===== src/rtl/queue_ctrl.sv =====
// queue_ctrl: 8-entry x 4-bit circular FIFO controller. Owns the register
// file, per-slot valid bits and head/tail pointers, sequences push-button
// enqueue/dequeue requests through a three-state FSM, and shares the single
// register-file read port between dequeue and the display scanner.
module queue_ctrl (
  input  logic       clk,
  input  logic       rstn,
  input  logic       enq,
  input  logic       deq,
  input  logic [3:0] in,
  input  logic [2:0] ra_disp,
  output logic [3:0] rd_disp,
  output logic       disp_stall,
  output logic [3:0] out,
  output logic [7:0] valid,
  output logic [2:0] p,
  output logic       full,
  output logic       empty
);

  typedef enum logic [1:0] {IDLE, ENQ, DEQ} state_t;

  state_t      state_q, state_d;
  logic        enq_r_q, deq_r_q;
  logic        enq_pend_q, enq_pend_d;
  logic        deq_pend_q, deq_pend_d;
  logic [2:0]  p_q, p_d;
  logic [2:0]  t_q, t_d;
  logic [3:0]  count_q, count_d;
  logic [7:0]  valid_q, valid_d;
  logic [3:0]  out_q, out_d;
  logic [3:0]  rd_disp_q, rd_disp_d;
  logic [3:0]  rf_q [8];
  logic [3:0]  rf_d [8];
  logic        enq_edge, deq_edge;
  logic        enq_clr, deq_clr;

  // Rising-edge detection against the previous-cycle samples
  assign enq_edge = enq & ~enq_r_q;
  assign deq_edge = deq & ~deq_r_q;

  assign full       = (count_q == 4'd8);
  assign empty      = (count_q == 4'd0);
  assign disp_stall = (state_q == DEQ);
  assign rd_disp    = rd_disp_q;
  assign out        = out_q;
  assign valid      = valid_q;
  assign p          = p_q;

  // Next-state, queue update and read-port arbitration
  always_comb begin
    state_d   = state_q;
    p_d       = p_q;
    t_d       = t_q;
    count_d   = count_q;
    valid_d   = valid_q;
    out_d     = out_q;
    rf_d      = rf_q;
    enq_clr   = 1'b0;
    deq_clr   = 1'b0;
    case (state_q)
      IDLE: begin
        // Enqueue wins when both are pending; requests that cannot be
        // honoured (full/empty) are simply dropped.
        if (enq_pend_q) begin
          if (full) enq_clr = 1'b1;
          else      state_d = ENQ;
        end else if (deq_pend_q) begin
          if (empty) deq_clr = 1'b1;
          else       state_d = DEQ;
        end
      end
      ENQ: begin
        rf_d[t_q]    = in;
        valid_d[t_q] = 1'b1;
        t_d          = t_q + 3'd1;
        count_d      = count_q + 4'd1;
        enq_clr      = 1'b1;
        state_d      = IDLE;
      end
      DEQ: begin
        out_d        = rf_q[p_q];
        valid_d[p_q] = 1'b0;
        p_d          = p_q + 3'd1;
        count_d      = count_q - 4'd1;
        deq_clr      = 1'b1;
        state_d      = IDLE;
      end
      default: state_d = IDLE;
    endcase
    // A fresh edge in the same cycle as the clear keeps the request alive
    enq_pend_d = (enq_pend_q & ~enq_clr) | enq_edge;
    deq_pend_d = (deq_pend_q & ~deq_clr) | deq_edge;
    // Dequeue owns the read port during DEQ; the display value is frozen
    rd_disp_d  = (state_q == DEQ) ? rd_disp_q : rf_q[ra_disp];
  end

  // State, pointer and storage registers
  always_ff @(posedge clk or negedge rstn) begin
    if (!rstn) begin
      state_q    <= IDLE;
      enq_r_q    <= 1'b0;
      deq_r_q    <= 1'b0;
      enq_pend_q <= 1'b0;
      deq_pend_q <= 1'b0;
      p_q        <= 3'd0;
      t_q        <= 3'd0;
      count_q    <= 4'd0;
      valid_q    <= 8'd0;
      out_q      <= 4'd0;
      rd_disp_q  <= 4'd0;
      for (int i = 0; i < 8; i++) rf_q[i] <= 4'd0;
    end else begin
      state_q    <= state_d;
      enq_r_q    <= enq;
      deq_r_q    <= deq;
      enq_pend_q <= enq_pend_d;
      deq_pend_q <= deq_pend_d;
      p_q        <= p_d;
      t_q        <= t_d;
      count_q    <= count_d;
      valid_q    <= valid_d;
      out_q      <= out_d;
      rd_disp_q  <= rd_disp_d;
      for (int i = 0; i < 8; i++) rf_q[i] <= rf_d[i];
    end
  end

endmodule


===== config.mk =====
export PLATFORM = sky130hd
export DESIGN_NAME = queue_ctrl
export DESIGN_NICKNAME = d
export VERILOG_FILES = /design/src/rtl/queue_ctrl.sv
export SDC_FILE = /design/constraint.sdc
export NUM_CORES = 1
export LEC_CHECK = 0
export ABC_AREA = 1
export ABC_CLOCK_PERIOD_IN_PS = 2290
export BUFFER_PORTS_ARGS = -buffer_cell sky130_fd_sc_hd__clkbuf_2
export CORE_ASPECT_RATIO = 0.6
export CORE_MARGIN = 2
export CORE_UTILIZATION = 25
export CTS_CLUSTER_SIZE = 40
export DETAILED_ROUTE_END_ITERATION = 10
export HOLD_SLACK_MARGIN = 0.02
export PLACE_DENSITY = 0.48
export SLEW_MARGIN = 30
export SYNTH_ARGS = -nofsm -noshare
export SYNTH_HDL_FRONTEND = slang
export SYNTH_SLANG_ARGS = --single-unit

===== constraint.sdc =====
create_clock -name clk -period 2.29 [get_ports clk]
set_input_delay 0.1145 -clock clk [delete_from_list [all_inputs] [get_ports clk]]
set_output_delay 0.1145 -clock clk [all_outputs]
set_load 0.05 [all_outputs]

==> impl_metrics.csv <==
group,metric,value,unit
timing,slew_headroom,0.490,
floorplan,dieArea,14400,µm²
yosys,synthArstFlopShare,1.00,
setup_path,cp_common_cell,"nand2_1",
clocking,root_buffer,"clkbuf_16",
final_layout,drive_above_1_share,0.143,
setup_path,worst-path-buf-inv,2,
floorplan,ios,33,
yosys,synth_cell_type_count,21,
timing,tns,0,ns
place,gp_congestion,0.899,
setup_path,crit_path_cell_trace,"inv_1, ha_1, buf_4, ha_1, nand3_1, nand2_1, nand2_1, nand2_1, nand2_1, nand2_1",
final_layout,diodes,0,
final_layout,design_area,4030,µm²
floorplan,die_w,154,µm
outcome,status,"finished clean",
route,via_count,2953,
route,vias_per_cell,4.53,
clocking,clk_latency,0.34,ns
yosys,yosys.area.top_type,"dfrtp_1",
route,top_layer,"met4",
timing,worst_pin_slew,0.765,ns
route,drc,0,
final_layout,nets,497,
power_and_ir_drop,powerDensity,1590,nW/µm²
global_route,grt_pass1_vias,2761,
final_layout,nFillCells,1425,
timing,final_max_slew_viol_count,0,
yosys,syn_inst,437,
place,dp.final_hpwl,7300,µm
setup_path,crit_path_top_delay_cell,"dfrtp_1",
setup_path,max_stage_delay,0.39,ns
yosys,ys.flop_type,"dfrtp_1",
timing,fmax,594,MHz
clocking,cts_tree,"done",
setup_path,crit_arrival,1.91,ns
timing,rsz0062_at_grt,"no",
power_and_ir_drop,p_switching,0.00306,W
power_and_ir_drop,ir_worst_vdd,448,µV
clocking,clkTransAtPathRegs,0.05,ns
power_and_ir_drop,p_clk_frac,0.210,
timing,fin_crit_sh,0.735,
route,routed_wl,9760,µm
power_and_ir_drop,swShare,0.476,
floorplan,core_region_area,13000,µm²
setup_path,ff2ff_setup_slack,0.61,ns
place,dpl_cell_area,3720,µm²
yosys,synthDominantCellAreaShare,0.477,
yosys,synth_nets,456,
clocking,ctsResizeCount,0,
yosys,synth_edf_count,0,
timing,finalSetupViolations,0,
floorplan,rows,32,
clocking,numCtsBuffers,9,
power_and_ir_drop,seq_power_share,0.330,
yosys,ys_top_cells_by_count,"nand2_1, dfrtp_1, inv_1, nand3_1, o21ai_0",
yosys,synth-seq-cells,64,
global_route,track_usage,0.145,
clocking,cts.sinks,64,
clocking,htree_levels,3,
route,final_antenna_net_count,0,
setup_path,path_class,"flop to flop",
final_layout,syn2layout_area_growth,20.2,%
yosys,seq_area_frac_synth,0.477,
yosys,yosysWarnings,0,
yosys,synth_most_common_cell,"nand2_1",
route,wl_met1,5560,µm
global_route,grt_overflow,0,
power_and_ir_drop,power_frac_comb,0.460,
setup_path,critPathLaunchType,"flop",
setup_path,crit_path_end_kind,"flop",
timing,setup_ws,0.608,ns
route,drtPass1Iterations,5,
global_route,antenna_found_initial,0,
floorplan,start_util,0.259,
yosys,synthesis.area,3360,µm²
min_path,hp-class,"primary input to flop",
flow_run,max_cap_violations,0,
timing,hold_ws,0.195,ns
route,wl_met2,3410,µm
place,io_buffers,32,
global_route,grt_pass1_wl,15700,µm
setup_path,critPathTopFamily,"adder cells",
setup_path,path_max_fanout,18,
timing,fin_crit,1.68,ns
floorplan,die_h,93.7,µm
place,dp_slack,0.591,ns
route,wire_per_inst,15.0,µm
power_and_ir_drop,leakagePower,2.07,nW
timing,skew,0.00668,ns
clocking,clk_path_buf_depth,2,
route,wl_met3,604,µm
final_layout,utilization,0.311,
power_and_ir_drop,p_int,0.00337,W
route,first_iter_violations,314,
clocking,cts_setup_buffers,0,
timing,hold_violations,0,
setup_path,cp.required,2.51,ns
global_route,grt_max_degree,29,
yosys,avgSynthCellArea,7.68,µm²
yosys,synth_top_cells_by_area,"dfrtp_1, nand2_1, nand3_1",
-- worst min-delay path, delay by kind of cell --
kind	cells	cell delay, ns
buffers and inverters	1	0.15
and+or+nand+nor	3	0.23
-- stage by stage --
step	instances	power (W)
after floorplan	437	0.00423
after global placement	634	0.00505
after detailed placement	634	0.00507
after CTS	652	0.00647
after global routing	652	0.00697
final	652	0.00643
-- sequential cells by signal, summed over array words and instances (netlist names), 2 cells and up --
name and cells:
count_q 4, out 4, p 3, rd_disp 4, rf_q 32, state_q 2, t_q 3, valid 8
-- layout make-up --
class                   count  area [µm²]  share of cell area
flip-flops and latches     64        1600               0.397
multi-input cells         296        1440               0.356
repair buffers             41         248              0.0614
inverters                  66         248              0.0614
clock buffers              11         243              0.0602
well taps                 170         213              0.0527
clock inverters             4        45.0              0.0112
-- power groups by stage --
stage	registers, W	clock network [W]	logic [W]
after global routing	0.00220	0.00143	0.00334
after CTS	0.00212	0.00139	0.00295
after detailed placement	0.00214	0	0.00294
after global placement	0.00212	0	0.00293
after floorplan	0.00253	0	0.00170
final	0.00212	0.00135	0.00296
-- path summary, 6_finish.rpt --
kind | startpoint | endpoint | cells after the start
worst max-delay path | state_q[0] | count_q[3] | 10
worst min-delay path | ra_disp[2] | rd_disp[2] | 4
worst max register to register | state_q[0] | count_q[3] | 10
worst min register to register | enq_r_q | enq_pend_q | 1
max in group asynchronous | rstn | t_q[2] | 3
min in group asynchronous | rstn | rd_disp[2] | 2
-- cells in the final DEF, fill, tap and decap left out, drive strengths merged --
cell / n
clkbuf: 43
bufinv: 1
nand4: 4
a21oi: 1
fa: 1
inv: 66
buf: 6
xor2: 7
o21ai: 48
ha: 7
nand3: 57
nand2: 140
o211ai: 4
nor2: 26
dlygate4sd3: 3
clkinv: 3
dfrtp: 64
a22o: 1
-- routing by layer --
metal  vias up  GRT usage
li1       1460          -
met1      1367      0.238
met2       110      0.169
met3        16     0.0374
met4         0     0.0535
met5         -          0
-- kinds of logic after synthesis --
group	Yosys count	share of synthesized area
and+or+nand+nor	227	0.293
xor gates and xnor gates	7	0.0183
buffers and inverters	77	0.0947
AOI/OAI and AO/OA	54	0.0846
adders and majority gates	8	0.0321
DFF	64	0.477
-- timing repair --
action	in CTS	in global routing
endpoints found under the hold margin	29	0
endpoints found under the setup margin	0	0
hold buffers	3	0
(Power assumes the default switching activity.)
